<file path="config.mk">
export PLATFORM = sky130hd
export DESIGN_NAME = ccff_shifter_flat
export DESIGN_NICKNAME = d
export VERILOG_FILES = /design/src/rtl/ccff_shifter_if.sv /design/src/rtl/ccff_shifter.sv /design/src/flat_wrapper.sv
export SDC_FILE = /design/constraint.sdc
export NUM_CORES = 1
export LEC_CHECK = 0
export ABC_AREA = 1
export CAP_MARGIN = 20
export CORE_MARGIN = 2
export CORE_UTILIZATION = 45
export CTS_CLUSTER_SIZE = 28
export DETAILED_ROUTE_END_ITERATION = 8
export PLACE_DENSITY_LB_ADDON = 0.08
export SLEW_MARGIN = 15
export SYNTH_ARGS = -nofsm -noshare
export SYNTH_HDL_FRONTEND = slang
export SYNTH_SLANG_ARGS = --single-unit
</file>
<file path="constraint.sdc">
create_clock -name clk_i -period 8.3 [get_ports clk_i]
set_input_delay 1.66 -clock clk_i [delete_from_list [all_inputs] [get_ports clk_i]]
set_output_delay 1.66 -clock clk_i [all_outputs]
set_load 0.02 [all_outputs]
</file>
<file path="src/rtl/ccff_shifter_if.sv">
// Block handshake between the AES datapath (master) and the configuration-chain
// shifter (slave).
interface ccff_shifter_if #(
  parameter int BLK_W = 128
) ();
  logic             blk_valid_i;
  logic [BLK_W-1:0] blk_data_i;
  logic             blk_ready_o;

  modport master (output blk_valid_i, output blk_data_i, input  blk_ready_o);
  modport slave  (input  blk_valid_i, input  blk_data_i, output blk_ready_o);
endinterface

</file>
<file path="src/rtl/ccff_shifter.sv">
// Serialises decrypted bitstream blocks onto the fabric configuration chain, MSB first,
// one bit per two clocks. Define CCFF_TAIL_CHECK_EN to enable the chain-tail ones monitor.
module ccff_shifter #(
  parameter int BLK_W         = 128,
  parameter int CNT_W         = 16,
  parameter int PRESET_CYCLES = 4
) (
  input  logic             clk_i,
  input  logic             rst_i,
  input  logic             start_i,
  input  logic [CNT_W-1:0] bit_count_i,
  input  logic             abort_i,
  ccff_shifter_if.slave    blk,
  output logic             data_o,
  output logic             progclk_o,
  output logic             pReset_o,
  input  logic             ccff_tail_i,
  output logic [CNT_W-1:0] tail_ones_o,
  output logic             busy_o,
  output logic             done_o,
  output logic             err_o
);
  localparam int IDX_W = $clog2(BLK_W + 1);
  localparam int PRE_W = (PRESET_CYCLES > 1) ? $clog2(PRESET_CYCLES) : 1;

  typedef enum logic [2:0] {
    S_IDLE, S_PRESET, S_WAIT_BLK, S_SHIFT_LO, S_SHIFT_HI, S_DONE
  } state_t;

  state_t           r_state, w_next;
  logic [CNT_W-1:0] r_remaining;
  logic [IDX_W-1:0] r_bit_idx;
  logic [BLK_W-1:0] r_shreg;
  logic [PRE_W-1:0] r_pre_cnt;
  logic             r_data;
  logic             r_err;

  logic             w_start, w_abort;
  logic [CNT_W-1:0] w_rem_dec;
  logic [IDX_W-1:0] w_idx_dec;

  assign w_start   = (r_state == S_IDLE) && start_i;
  assign w_abort   = (r_state != S_IDLE) && abort_i;
  assign w_rem_dec = r_remaining - 1'b1;
  assign w_idx_dec = r_bit_idx - 1'b1;

  always_ff @(posedge clk_i or posedge rst_i) begin
    if (rst_i) r_state <= S_IDLE;
    else       r_state <= w_next;
  end

  // Abort outranks everything, including a block transfer in the same cycle.
  always_comb begin
    w_next = r_state;
    if (w_abort) begin
      w_next = S_IDLE;
    end else begin
      case (r_state)
        S_IDLE:     if (start_i) w_next = S_PRESET;
        S_PRESET:   if (r_pre_cnt == PRE_W'(PRESET_CYCLES - 1))
                      w_next = (r_remaining != '0) ? S_WAIT_BLK : S_DONE;
        S_WAIT_BLK: if (blk.blk_valid_i) w_next = S_SHIFT_LO;
        S_SHIFT_LO: w_next = S_SHIFT_HI;
        S_SHIFT_HI: begin
          if (w_rem_dec == '0)      w_next = S_DONE;
          else if (w_idx_dec == '0) w_next = S_WAIT_BLK;
          else                      w_next = S_SHIFT_LO;
        end
        S_DONE:     w_next = S_IDLE;
        default:    w_next = S_IDLE;
      endcase
    end
  end

  always_ff @(posedge clk_i or posedge rst_i) begin
    if (rst_i) begin
      r_remaining <= '0;
      r_bit_idx   <= '0;
      r_shreg     <= '0;
      r_pre_cnt   <= '0;
      r_data      <= 1'b0;
      r_err       <= 1'b0;
    end else if (w_start) begin
      r_remaining <= bit_count_i;
      r_pre_cnt   <= '0;
      r_err       <= 1'b0;
    end else if (w_abort) begin
      r_err       <= 1'b1;
    end else begin
      case (r_state)
        S_PRESET:   r_pre_cnt <= r_pre_cnt + 1'b1;
        S_WAIT_BLK: if (blk.blk_valid_i) begin
          r_shreg   <= blk.blk_data_i;
          r_bit_idx <= IDX_W'(BLK_W);
        end
        S_SHIFT_LO: r_data <= r_shreg[BLK_W-1];
        S_SHIFT_HI: begin
          r_shreg     <= {r_shreg[BLK_W-2:0], 1'b0};
          r_remaining <= w_rem_dec;
          r_bit_idx   <= w_idx_dec;
        end
        default: ;
      endcase
    end
  end

  // data_o is valid for the whole SHIFT_LO cycle and held through SHIFT_HI, so the
  // fabric sees a full clk of setup before progclk_o rises.
  assign data_o          = (r_state == S_SHIFT_LO) ? r_shreg[BLK_W-1] : r_data;
  assign progclk_o       = (r_state == S_SHIFT_HI);
  assign pReset_o        = (r_state == S_PRESET);
  assign blk.blk_ready_o = (r_state == S_WAIT_BLK);
  assign busy_o          = (r_state == S_PRESET) || (r_state == S_WAIT_BLK) ||
                           (r_state == S_SHIFT_LO) || (r_state == S_SHIFT_HI);
  assign done_o          = (r_state == S_DONE);
  assign err_o           = r_err;

`ifdef CCFF_TAIL_CHECK_EN
  logic [CNT_W-1:0] r_tail_ones;

  always_ff @(posedge clk_i or posedge rst_i) begin
    if (rst_i)
      r_tail_ones <= '0;
    else if (w_start)
      r_tail_ones <= '0;
    else if ((r_state == S_SHIFT_HI) && ccff_tail_i && (r_tail_ones != '1))
      r_tail_ones <= r_tail_ones + 1'b1;
  end

  assign tail_ones_o = r_tail_ones;
`else
  logic w_unused_tail;
  assign w_unused_tail = ccff_tail_i;
  assign tail_ones_o   = '0;
`endif

endmodule

</file>
<file path="src/flat_wrapper.sv">
// flat-port wrapper written by rule: the top's interface ports become plain ports
module ccff_shifter_flat 
#(
  parameter int BLK_W         = 128,
  parameter int CNT_W         = 16,
  parameter int PRESET_CYCLES = 4
)
  (clk_i, rst_i, start_i, bit_count_i, abort_i, data_o, progclk_o, pReset_o, ccff_tail_i, tail_ones_o, busy_o, done_o, err_o, blk_blk_valid_i, blk_blk_data_i, blk_blk_ready_o);
  ccff_shifter_if #(.BLK_W(BLK_W)) blk_i ();
  input  logic clk_i;
  input  logic rst_i;
  input  logic start_i;
  input  logic [CNT_W-1:0] bit_count_i;
  input  logic abort_i;
  output logic data_o;
  output logic progclk_o;
  output logic pReset_o;
  input  logic ccff_tail_i;
  output logic [CNT_W-1:0] tail_ones_o;
  output logic busy_o;
  output logic done_o;
  output logic err_o;
  input wire logic [$bits(blk_i.blk_valid_i)-1:0] blk_blk_valid_i;
  input wire logic [$bits(blk_i.blk_data_i)-1:0] blk_blk_data_i;
  output wire logic [$bits(blk_i.blk_ready_o)-1:0] blk_blk_ready_o;
  assign blk_i.blk_valid_i = blk_blk_valid_i;
  assign blk_i.blk_data_i = blk_blk_data_i;
  assign blk_blk_ready_o = blk_i.blk_ready_o;
  ccff_shifter #(.BLK_W(BLK_W), .CNT_W(CNT_W), .PRESET_CYCLES(PRESET_CYCLES)) u_core (.clk_i(clk_i), .rst_i(rst_i), .start_i(start_i), .bit_count_i(bit_count_i), .abort_i(abort_i), .blk(blk_i), .data_o(data_o), .progclk_o(progclk_o), .pReset_o(pReset_o), .ccff_tail_i(ccff_tail_i), .tail_ones_o(tail_ones_o), .busy_o(busy_o), .done_o(done_o), .err_o(err_o));
endmodule
</file>
==> results.md, run 1 <==
Status:
- The flow ran to the end, and the final reports show no timing, DRC or antenna violations.

Setup path:
- The worst register-to-register path begins at u_core.r_state[1].
- The critical path goes through nor2_4, inv_2, nor2_4, buf_16, inv_2, nand4_1, clkdlybuf4s50_1.
- Together, buffers and inverters on the worst path number 4.
- STA classifies the critical path startpoint as a flop.
- The largest individual stage delay along the critical path comes from the cell sky130_fd_sc_hd__clkdlybuf4s50_1.
- In this design, the stage delay of the slowest critical-path cell is about 0.61 ns.
- Setup slack on the worst reg-to-reg path comes out at between 5 and 6 ns.
- The endpoint required time on the critical path is between 6 and 7 ns.
- The endpoint type of the worst setup path is a primary output.
- STA puts the critical path data arrival time at 2.67 ns.
- The worst setup path is of the reg2out kind.
- The cell family contributing the most delay on the critical path is buffers and inverters.
- The maximum fanout encountered on the critical timing path is 29.
- The critical path launch point is u_core.r_state[1].

Pwr:
- Dividing total power by cell area gives a power density of 301.7 nW/um^2.
- For this design the static power due to leakage is approximately 0.0044 uW.
- VDD sags by at most 0.1708 mV.
- The total chip power is around 3100 uW.

Placed design:
- The placed cell count is around 1300.
- The routability-driven placement congestion ratio is 0.8240.
- In this run the tool buffered the top-level ports with ~160 buffer cells.
- Detailed placement finished with a half-perimeter wire length of 11.43 mm.

Clock tree:
- TritonCTS created 17 clock buffers.
- The later pin in the worst-skew pair is clocked with a latency of around 0.42 ns.
- The quantity of hold-fixing buffers added after cts is 0.
- The maximum buffer depth of the clock tree is 2.
- Clock-pin slew was measured on the worst setup and hold paths at 0.07 ns.
- After clock tree synthesis, the setup repair step added 0 buffers.
- TritonCTS built the clock tree.
- The buffer cell driving the clock tree root is sky130_fd_sc_hd__clkbuf_16.
- In this run the number of H-tree levels came out at 4.
- Clock tree synthesis found a total of roughly 160 sinks.
- The count of cells resized by post-cts repair is 0.

Finish:
- The non-filler instance count after layout is 1367.
- Of the cells placed in the final design, the portion with a size suffix greater than 1 is 0.04485.
- The growth of design area from synthesis to finish is 25.32%.
- Measured on the finished design, the core utilization comes to 0.5760.
- The final layout contains around 1300 nets.

Yosys:
- By area the synthesized netlist is led by sky130_fd_sc_hd__dfrtp_1 (48%), sky130_fd_sc_hd__o211ai_1 (12%), sky130_fd_sc_hd__nand2_1 (9.9%).
- The number of flops mapped to enable cells by yosys is 0.
- The largest area contributor in the netlist is sky130_fd_sc_hd__dfrtp_1.
- The dominant synthesized flop cell is sky130_fd_sc_hd__dfrtp_1.
- Of the synthesized area, sequential elements account for 0.4819.
- In the synthesized netlist the async set-or-reset flop fraction comes to 1.000.
- The post-synthesis instance total is 1007.
- The per-instance average area after synthesis is around 8.2 um^2.
- The most instantiated library cell after synthesis is sky130_fd_sc_hd__nand2_1.
- The synthesized netlist contains 32 unique library cells.
- The number of synthesis warnings is 0.
- The total standard cell area after synthesis is 8257 um^2.
- Sorting the synthesized cells by how often they occur yields sky130_fd_sc_hd__nand2_1 (217), sky130_fd_sc_hd__inv_1 (166), sky130_fd_sc_hd__dfrtp_1 (159).
- Synthesis inferred approximately 160 register bits.
- The share of synthesized area in the top cell type comes to 0.4819.

Hold path:
- The class of the tightest hold or removal check is reg2reg.
- The startpoint identified for the worst hold timing path is u_core.err_o.

Floorplan:
- The number of primary I/O pins is roughly 170.
- The row count is 49.
- For this configuration, the core starts out at a cell density of 0.4596.
- The die area is about 19000 um^2.
- From bottom edge to top edge, the die measures 139.5 um.
- The die is ~140 um wide.
- The area of the core region is approximately 18000 um^2.

Global routing:
- Entering global routing, the biggest net connects approximately 270 pins.
- The initial antenna violation count is 1.
- The via count of the first global-routing pass came to between 6000 and 7000.
- The global router's overall resource usage is 0.1839.
- The first-pass GRT wire length is 29.27 mm.
- For this run the aggregate overflow at the end of global routing stands at 0.

STA:
- Setup violations remaining at the end of the flow were counted as 0.
- The number of failing hold endpoints at the final stage came to 0.
- The post-route clock period utilization is 0.5222.
- The maximum clock rate is around 230 MHz.
- At the pin with the least slew margin, the transition time is 1.129 ns.
- Setup repair after global routing left no endpoint under its margin.
- Measured against its own limit, the worst slew margin works out to 0.2473.
- The routed design could run at a clock period as short as between 4 and 5 ns.
- In the final timing run, aggregate negative setup slack is 0 ns.
- The final-report max-slew violation count was 0.
- The final clock skew is between 0.009 and 0.01 ns.

Route:
- The first detailed-routing pass took 4 iterations.
- The detail route stage leaves a number of antenna-violating nets equal to 0.
- In the routed design, unresolved DRC markers number 0.
- For this block, the initial DRC count from the detailed router was about 330.
- The routed wire length is ~18 mm.
- Across all layers, the routed design uses approximately 6800 vias.
- After detailed routing, the number of vias per cell comes to slightly below 5.
- The average wire per standard cell is between 10 and 15 um.

Run:
- The number of maximum-capacitance constraint violations is 0.
==> cell type report <==
class	instances	area, um^2
timing repair buffer	160	1622
clock buffer	19	442.9
multi-input combinational	616	3244
inverter	170	643.1
tap	229	286.5
sequential	159	3979
clock inverter	13	127.6
fill	1673	7616
antenna	1	2.502
==> worst paths after layout <==
kind	cells past startpoint	endpoint
min	2	u_core.err_o
max	7	busy_o
max reg2reg	9	u_core.r_shreg[19]
min in group asynchronous	2	u_core.r_shreg[39]
min reg2reg	2	u_core.err_o
max in group asynchronous	3	u_core.r_remaining[14]
==> cells by family (layout without fill, tap and decap cells) <==
kind of cell / count (synthesis) / after routing / share of synthesized area
DFF: 159 / 159 / 0.4819
muxes: 1 / 1 / 0.001364
buffers and inverters: 247 / 362 / 0.1329
and+or+nand+nor: 291 / 291 / 0.1429
adders and majority gates: 5 / 5 / 0.007577
other: 1 / 17 / 0.0004542
xor gates and xnor gates: 7 / 7 / 0.007426
AOI/OAI and AO/OA: 296 / 296 / 0.2255
==> worst reg2reg max path, delay by kind of cell (launching register included) <==
kind            cells  cell delay, ns
flops               1            0.45
simple gates        2            0.67
compound gates      3            0.83
buf+inv             4            1.00
==> cell usage in the layout, fill, tap and decap left out, types with 2 or more instances in the layout <==
cell and count:
sky130_fd_sc_hd__o211ai_1 137, sky130_fd_sc_hd__o22ai_1 5, sky130_fd_sc_hd__o221ai_1 4, sky130_fd_sc_hd__clkinvlp_4 3
sky130_fd_sc_hd__clkbuf_16 17, sky130_fd_sc_hd__inv_1 165, sky130_fd_sc_hd__nand2_1 217, sky130_fd_sc_hd__o21ai_1 66
sky130_fd_sc_hd__nor2_4 5, sky130_fd_sc_hd__ha_1 5, sky130_fd_sc_hd__o21ai_0 77, sky130_fd_sc_hd__buf_4 3
sky130_fd_sc_hd__inv_2 4, sky130_fd_sc_hd__conb_1 16, sky130_fd_sc_hd__clkinv_4 3, sky130_fd_sc_hd__nand2_2 2
sky130_fd_sc_hd__xor2_1 6, sky130_fd_sc_hd__nor3_1 2, sky130_fd_sc_hd__dfrtp_1 159, sky130_fd_sc_hd__nor2_1 37
sky130_fd_sc_hd__inv_6 6, sky130_fd_sc_hd__a21oi_1 2, sky130_fd_sc_hd__nand3_1 22, sky130_fd_sc_hd__clkdlybuf4s50_1 155
sky130_fd_sc_hd__nand4_1 5
==> metrics by stage <==
step / instance area, um^2 / setup WS, ns / hold WS [ns]
after global routing: 10340 / 3.811 / 0.5080
after global placement: 9747 / 4.043 / 0.4628
after CTS: 10340 / 3.921 / 0.4780
final: 10350 / 3.966 / 0.4737
after floorplan: 8313 / 2.348 / 0.4614
after detailed placement: 9774 / 4.318 / 0.4619
==> sequential cells by signal (all words and copies together) (netlist names) <==
register and count:
u_core.err_o 1, u_core.r_pre_cnt 2, u_core.r_state 3, u_core.r_data 1, u_core.r_shreg 128, u_core.r_bit_idx 8
u_core.r_remaining 16
==> report_power, final <==
| part | internal, uW | switching [uW] |
|---|---|---|
| Sequential | 1160 | 136 |
| Clock | 426 | 333 |
| Combinational | 412 | 659 |
==> per-layer routing <==
metal  vias up  track usage  share of wire
met3        15      0.06194          0.066
met1      3098       0.2460           0.48
met5         -            0              0
met4         0      0.04891          0.014
met2       148       0.2882           0.44
li1       3536            -              -
Power figures use the tool's default switching activity.
==> run 2, diff against run 1 <==
==> constraint.sdc (replaced) <==
create_clock -name clk_i -period 4.36 [get_ports clk_i]
set_input_delay 0.872 -clock clk_i [delete_from_list [all_inputs] [get_ports clk_i]]
set_output_delay 0.872 -clock clk_i [all_outputs]
set_load 0.02 [all_outputs]
==> results.md, run 2 (synthesis gave the netlist of run 1 again) <==
Pwr:
- The total chip power is 5928 uW (+90%).
- The proportion of power drawn by combinational gates is 0.344 (about the same).
- The power per cell area is 572.0 nW/um^2 (+90%).
- The internal power summed over all cells is 3792 uW (+90%).
- The share of total power consumed by net switching came to 0.3603 (-0.0009650).
- The sequential group share of total power came to 0.414 (about the same).
- The clock power share is 0.242 (about the same).
- The leakage power total is 0.004380 uW (-0.17%).
- The highest ir drop seen on vdd is 0.3007 mV (+76%).
- The net switching power is 2136 uW (+89%).

STA:
- For this run, the top clock speed supported by timing is 304.7 MHz.
- Setup repair after global routing left no endpoint under its margin.
- The final number of setup-violating endpoints was 0 (unchanged).
- The setup TNS after final layout is 0 ns (unchanged).
- The worst setup slack after layout is 1.078 ns (-2.888 ns).
- The final critical delay including setup and external delays is about 3.3 ns.
- The number of failing hold endpoints at the final stage came to 0 (unchanged).
- The final-report max-slew violation count came to 0 (unchanged).
- The final clock skew came to 0.008098 ns (-0.001608 ns).
- The smallest hold slack is 0.4792 ns (+0.005527 ns).
- The slew at the pin closest to its max-slew limit came to 0.9112 ns (-0.2178 ns).
- The worst relative slew slack is 0.3926 (+0.1452).
- The post-route clock period utilization is 0.7527.

Route:
- The detailed router's first-iteration violation count came to 335 (+0.90%).
- The final antenna-violating net count was 0 (unchanged).
- The met1 routed wirelength after detailed routing is 8.136 mm (-2.7%).
- The routed via count was 6805 (+0.12%).
- The routed wire length is 17.40 mm (-1.0%).
- The via density per instance is 4.982 (+0.19%).
- The met2 wire length was 7.957 mm (+1.8%).
- The routed length on met3 is 1.131 mm (-1.8%).
- The first-pass iteration count of the detailed router came to 4 (unchanged).
- The highest routed metal layer is met4.
- The number of DRC violations after detailed routing is 0 (unchanged).
- The average wire per standard cell is 12.74 um (-0.97%).

Clock tree:
- The CTS H-tree depth is 4 (unchanged).
- The quantity of hold-fixing buffers added after cts is 0 (unchanged).
- The TritonCTS sink count is 159 (unchanged).
- The number of setup buffers added after CTS is 0 (unchanged).
- The count of cells resized by post-cts repair was 0 (unchanged).
- TritonCTS built the clock tree.
- The later-pin clock latency in the skew report was 0.42 ns (about the same).
- The CTS clock-pin slew for the worst setup and hold paths was 0.06 ns (about the same).
- The buffer cell driving the clock tree root is sky130_fd_sc_hd__clkbuf_16.
- The maximum buffer depth of the clock tree is 2 (unchanged).
- The clock buffer count from CTS was 17 (unchanged).

Floorplan:
- The initial core utilization was 0.4596 (unchanged).
- The overall die height is 139.5 um (unchanged).
- The area of the core region is 17960 um^2 (unchanged).
- The number of primary I/O pins is 173 (unchanged).
- The row count is 49 (unchanged).
- The die extent in x was 139.5 um (unchanged).
- The die area came to 19450 um^2 (unchanged).

Global routing:
- The via count of the first global-routing pass is 6204 (-0.42%).
- The initial antenna violation count came to 1 (unchanged).
- The global router's overall resource usage is 0.1829 (-0.001021).
- The first-pass GRT wire length is 29.22 mm (-0.16%).
- The pin count of the biggest net entering global routing is 210 (-21%).
- The sum of overflow across all layers after global routing came to 0 (unchanged).

Hold path:
- The class of the tightest hold or removal check is reg2reg.

Setup path:
- The setup slack of the most critical reg-to-reg path is 2.14 ns (-3.10 ns).
- The endpoint required time on the critical path is 3.49 ns (-3.15 ns).
- The arrival time at the worst endpoint is 2.41 ns (-0.26 ns).
- The worst setup path is captured at a primary output.
- The type of the setup path with the least slack is reg2out.
- The maximum fanout encountered on the critical timing path is 49 (+69%).
- The kind of start point of the critical path is a flop.

Run:
- The number of maximum-capacitance constraint violations is 0 (unchanged).

Finish:
- The number of nets in the finished design is 1279 (unchanged).
- The number of flip-flops under the largest register name is 128 (unchanged).
- The number of fillers in the final layout is 1640 (-2.0%).
- The largest registers in the layout are u_core.r_shreg: 128 flops, u_core.r_remaining: 16 flops, u_core.r_bit_idx: 8 flops.
- The library cell used most frequently in the layout, excluding fill and tap cells, is sky130_fd_sc_hd__nand2_1.
- Counting flops per register, the top entry is u_core.r_shreg.
- The share of the core filled with cells is 0.5769 (+0.0009050).
- The top cell types in the final layout, fill and taps aside, are sky130_fd_sc_hd__nand2_1 (217), sky130_fd_sc_hd__inv_1 (165), sky130_fd_sc_hd__dfrtp_1 (159).
- The fraction of layout cells with a size suffix above 1 came to 0.04489 (about the same).
- Compared with the post-synthesis result, the final layout area differs by 25.52%.

Placed design:
- The number of port buffers is 155 (unchanged).
- The routability-driven placement congestion ratio was 0.8354 (+1.4%).
- The detailed placer's ending HPWL is 11.13 mm (-2.6%).
- The worst slack at placement was 1.488 ns (-2.831 ns).

Status:
- The run finished with clean final reports.
run 2: cell types whose count changed in the layout (fill, tap and decap cells not counted), moves of 2 or more:
cell	before	now
sky130_fd_sc_hd__buf_4	3	1
sky130_fd_sc_hd__buf_12	1	4
sky130_fd_sc_hd__inv_6	6	4
sky130_fd_sc_hd__clkinvlp_4	3	6
run 2: layout make-up:
| class | instances | area, um^2 | share of cell area |
|---|---|---|---|
| sequential | 159 | 3979 | 0.3839 |
| inverter | 170 | 641.9 | 0.06193 |
| tap | 229 | 286.5 | 0.02765 |
| timing repair buffer | 160 | 1639 | 0.1582 |
| clock buffer | 18 | 439.2 | 0.04238 |
| antenna | 1 | 2.502 | 0.0002415 |
| multi-input combinational | 616 | 3244 | 0.3131 |
| clock inverter | 13 | 131.4 | 0.01268 |
run 2: metal layers:
metal / track usage / vias up
met4: 0.04466 / 0
met2: 0.2864 / 126
met3: 0.06194 / 13
met5: 0 / -
li1: - / 3539
met1: 0.2463 / 3127
run 2: power by group through the flow:
stage / logic [uW] / registers, uW / clock network [uW]
detailed placement: 2040 / 2480 / 0
CTS: 2060 / 2460 / 1480
global route: 2370 / 2530 / 1540
floorplan: 1600 / 2420 / 0
finish: 2040 / 2450 / 1440
global placement: 2010 / 2450 / 0
run 2: final timing paths:
kind | startpoint | to | depth (start not counted)
worst max-delay path | u_core.r_state[1] | progclk_o | 5
worst min register to register | u_core.err_o | u_core.err_o | 2
worst max register to register | u_core.r_state[1] | u_core.r_remaining[2] | 9
min in group asynchronous | rst_i | u_core.r_shreg[38] | 3
worst min-delay path | u_core.err_o | u_core.err_o | 2
max in group asynchronous | rst_i | u_core.r_shreg[121] | 3
run 2: stage by stage:
step                area (um^2)  instances
floorplan                  8317       1022
finish                    10360       1366
global placement           9791       1334
CTS                       10360       1365
global route              10360       1365
detailed placement         9791       1334
run 2: critical path, cell delays in order (launching register included):
cell	delay (ns)
sky130_fd_sc_hd__dfrtp_1	0.45
sky130_fd_sc_hd__nor2_4	0.18
sky130_fd_sc_hd__inv_2	0.06
sky130_fd_sc_hd__nor2_4	0.15
sky130_fd_sc_hd__buf_4	0.42
sky130_fd_sc_hd__clkdlybuf4s50_1	0.70
==> run 3, diff against run 2 <==
==> constraint.sdc (replaced) <==
create_clock -name clk_i -period 3.29 [get_ports clk_i]
set_input_delay 0.658 -clock clk_i [delete_from_list [all_inputs] [get_ports clk_i]]
set_output_delay 0.658 -clock clk_i [all_outputs]
set_load 0.02 [all_outputs]
==> results.md, run 3 (synthesis gave the netlist of run 1 again) <==
STA:
- The final-report max-slew violation count was 0 (unchanged).
- The number of failing hold endpoints at the final stage is 0 (unchanged).
- Setup repair after global routing left no endpoint under its margin.
- The slew at the pin closest to its max-slew limit is 0.8188 ns (-0.09234 ns).
- The post-route clock period utilization is 0.8593.
- The final clock skew is 0.01002 ns (+0.001921 ns).
- The worst relative slew slack is 0.4530 (+0.06041).
- The setup TNS after final layout is 0 ns (unchanged).
- The smallest hold slack came to 0.4879 ns (+0.008763 ns).
- The final critical delay including setup and external delays is ~2.8 ns.
- The final number of setup-violating endpoints is 0 (unchanged).
- The maximum clock rate is 353.7 MHz.
- The worst setup slack after layout is 0.4630 ns (-0.6152 ns).

Clock tree:
- The TritonCTS sink count is 159 (unchanged).
- The quantity of hold-fixing buffers added after cts was 0 (unchanged).
- The CTS clock-pin slew for the worst setup and hold paths is 0.06 ns (about the same).
- The CTS H-tree depth is 4 (unchanged).
- The number of setup buffers added after CTS is 0 (unchanged).
- The maximum buffer depth of the clock tree came to 2 (unchanged).
- The TritonCTS clock tree is yes.
- The later-pin clock latency in the skew report came to 0.43 ns (about the same).
- The clock buffer count from CTS is 17 (unchanged).
- The cell sitting at the root of the clock tree is a sky130_fd_sc_hd__clkbuf_16.
- The count of cells resized by post-cts repair came to 0 (unchanged).

Global routing:
- The sum of overflow across all layers after global routing is 0 (unchanged).
- The initial antenna violation count came to 1 (unchanged).
- The via count of the first global-routing pass is 6446 (+3.9%).
- The global router's overall resource usage was 0.1869 (+0.003980).
- The pin count of the biggest net entering global routing is 173 (-18%).
- The first-pass GRT wire length came to 29.94 mm (+2.5%).

Floorplan:
- The die area is 19450 um^2 (unchanged).
- The number of primary I/O pins is 173 (unchanged).
- The area of the core region was 17960 um^2 (unchanged).
- The die extent in x is 139.5 um (unchanged).
- The row count is 49 (unchanged).
- The overall die height is 139.5 um (unchanged).
- The initial core utilization is 0.4596 (unchanged).

Finish:
- The number of flip-flops under the largest register name is 128 (unchanged).
- In the layout the commonest cells are sky130_fd_sc_hd__nand2_1 (217), sky130_fd_sc_hd__inv_1 (165), sky130_fd_sc_hd__dfrtp_1 (159).
- The largest registers in the layout are u_core.r_shreg: 128 flops, u_core.r_remaining: 16 flops, u_core.r_bit_idx: 8 flops.
- The most common cell after layout, fill and taps aside is sky130_fd_sc_hd__nand2_1.
- The largest register by flop count is u_core.r_shreg.
- The number of nets in the finished design was 1287 (+0.63%).
- The fraction of layout cells with a size suffix above 1 is 0.05153 (+0.006634).
- The area growth from synthesis to layout is 26.55%.

Setup path:
- On the critical path, the stage with the largest delay is an instance of sky130_fd_sc_hd__clkdlybuf4s50_1.
- The endpoint required time on the critical path is 2.63 ns (-0.86 ns).
- The combined buffer and inverter count along the critical path is 2 (-1).
- Traced cell by cell, the critical path runs through inv_2, nand3_1, o21ai_0, clkdlybuf4s50_1.
- The type of the setup path with the least slack is reg2out.
- The maximum fanout encountered on the critical timing path came to 8 (-84%).
- The worst setup path is launched from a flop.
- The cell family contributing the most delay on the critical path is buffers and inverters.
- STA classifies the critical path endpoint as a primary output.
- The stage delay of the slowest cell on the critical path is 0.69 ns (about the same).
- The arrival time at the worst endpoint was 2.17 ns (-0.24 ns).

Placed design:
- The number of port buffers came to 155 (unchanged).
- The worst slack at placement came to 0.6136 ns (-0.8741 ns).
- The detailed placer's ending HPWL is 11.88 mm (+6.7%).
- The routability-driven placement congestion ratio is 0.8535 (+2.2%).

Pwr:
- The net switching power is 2841 uW (+33%).
- The power per cell area is 755.0 nW/um^2 (+32%).
- The leakage power total came to 0.004438 uW (+1.3%).
- The proportion of power drawn by combinational gates is 0.346 (+0.002).
- The sequential group share of total power is 0.412 (-0.002).
- The highest ir drop seen on vdd came to 0.4555 mV (+51%).
- The internal power summed over all cells was 5048 uW (+33%).
- The clock power share is 0.242 (about the same).
- The share of total power consumed by net switching was 0.3601 (about the same).

Hold path:
- The class of the tightest hold or removal check is reg2reg.

Route:
- The first-pass iteration count of the detailed router is 5 (+1).
- The final antenna-violating net count was 0 (unchanged).
- The routed wire length is 17.61 mm (+1.2%).
- The detailed router's first-iteration violation count is 404 (+21%).
- The via density per instance is 4.991 (+0.19%).
- The routed via count is 6863 (+0.85%).
- The number of DRC violations after detailed routing was 0 (unchanged).
- The average wire per standard cell came to 12.81 um (+0.54%).

Run:
- The number of maximum-capacitance constraint violations is 0 (unchanged).

Status:
- The run finished with clean final reports.
-- run 3: cell count changes in the layout (fill, tap and decap cells not counted), sizes merged --
cell      delta
inv          +1
buf          +8
clkinvlp     -2
clkbuf       +1
clkinv       +1
-- run 3: worst reg2reg max path, stage by stage, from the launching register on --
cell,delay [ns]
sky130_fd_sc_hd__dfrtp_1,0.45
sky130_fd_sc_hd__nor2_4,0.18
sky130_fd_sc_hd__inv_2,0.06
sky130_fd_sc_hd__nor2_4,0.16
sky130_fd_sc_hd__inv_2,0.12
sky130_fd_sc_hd__nor2_4,0.38
sky130_fd_sc_hd__nor2_1,0.13
sky130_fd_sc_hd__inv_1,0.41
sky130_fd_sc_hd__nor2_1,0.08
sky130_fd_sc_hd__a221oi_1,0.21
-- run 3: cell type report --
type | instances | area, um^2
Inverter | 170 | 641.9
Fill cell | 1662 | 7515
Clock buffer | 19 | 442.9
Timing Repair Buffer | 168 | 1724
Antenna cell | 1 | 2.502
Tap cell | 229 | 286.5
Sequential cell | 159 | 3979
Multi-Input combinational cell | 616 | 3244
Clock inverter | 13 | 127.6
-- run 3: power groups by stage --
stage	Clock [uW]	Sequential [uW]	Combinational, uW
finish	1910	3250	2730
global route	2040	3360	3180
CTS	1970	3260	2760
detailed placement	0	3290	2740
global placement	0	3250	2690
floorplan	0	3210	2120
-- run 3: through the flow --
stage                 util  power (uW)  cells  cell area (um^2)
finish              0.5817        7889   1375             10450
detailed placement  0.5498        6029   1342              9876
floorplan                -        5328   1022              8317
global placement    0.5498        5941   1342              9876
CTS                 0.5815        7991   1374             10450
global route        0.5815        8590   1374             10450
-- run 3: per-layer routing --
metal,part of all wire,track usage
met1,0.45,0.2478
met4,0.018,0.06114
met3,0.066,0.06091
met5,0,0
met2,0.46,0.2913
-- run 3: path summary, 6_finish.rpt --
check	cells past startpoint	endpoint	startpoint	slack, ns
max in group asynchronous	3	u_core.r_shreg[74]	rst_i	1.88
hold reg to reg	2	u_core.err_o	u_core.err_o	0.49
setup / recovery	4	data_o	u_core.r_state[2]	0.46
setup reg to reg	9	u_core.r_remaining[2]	u_core.r_state[1]	1.03
min in group asynchronous	2	u_core.r_shreg[38]	rst_i	0.73
hold / removal	2	u_core.err_o	u_core.err_o	0.49
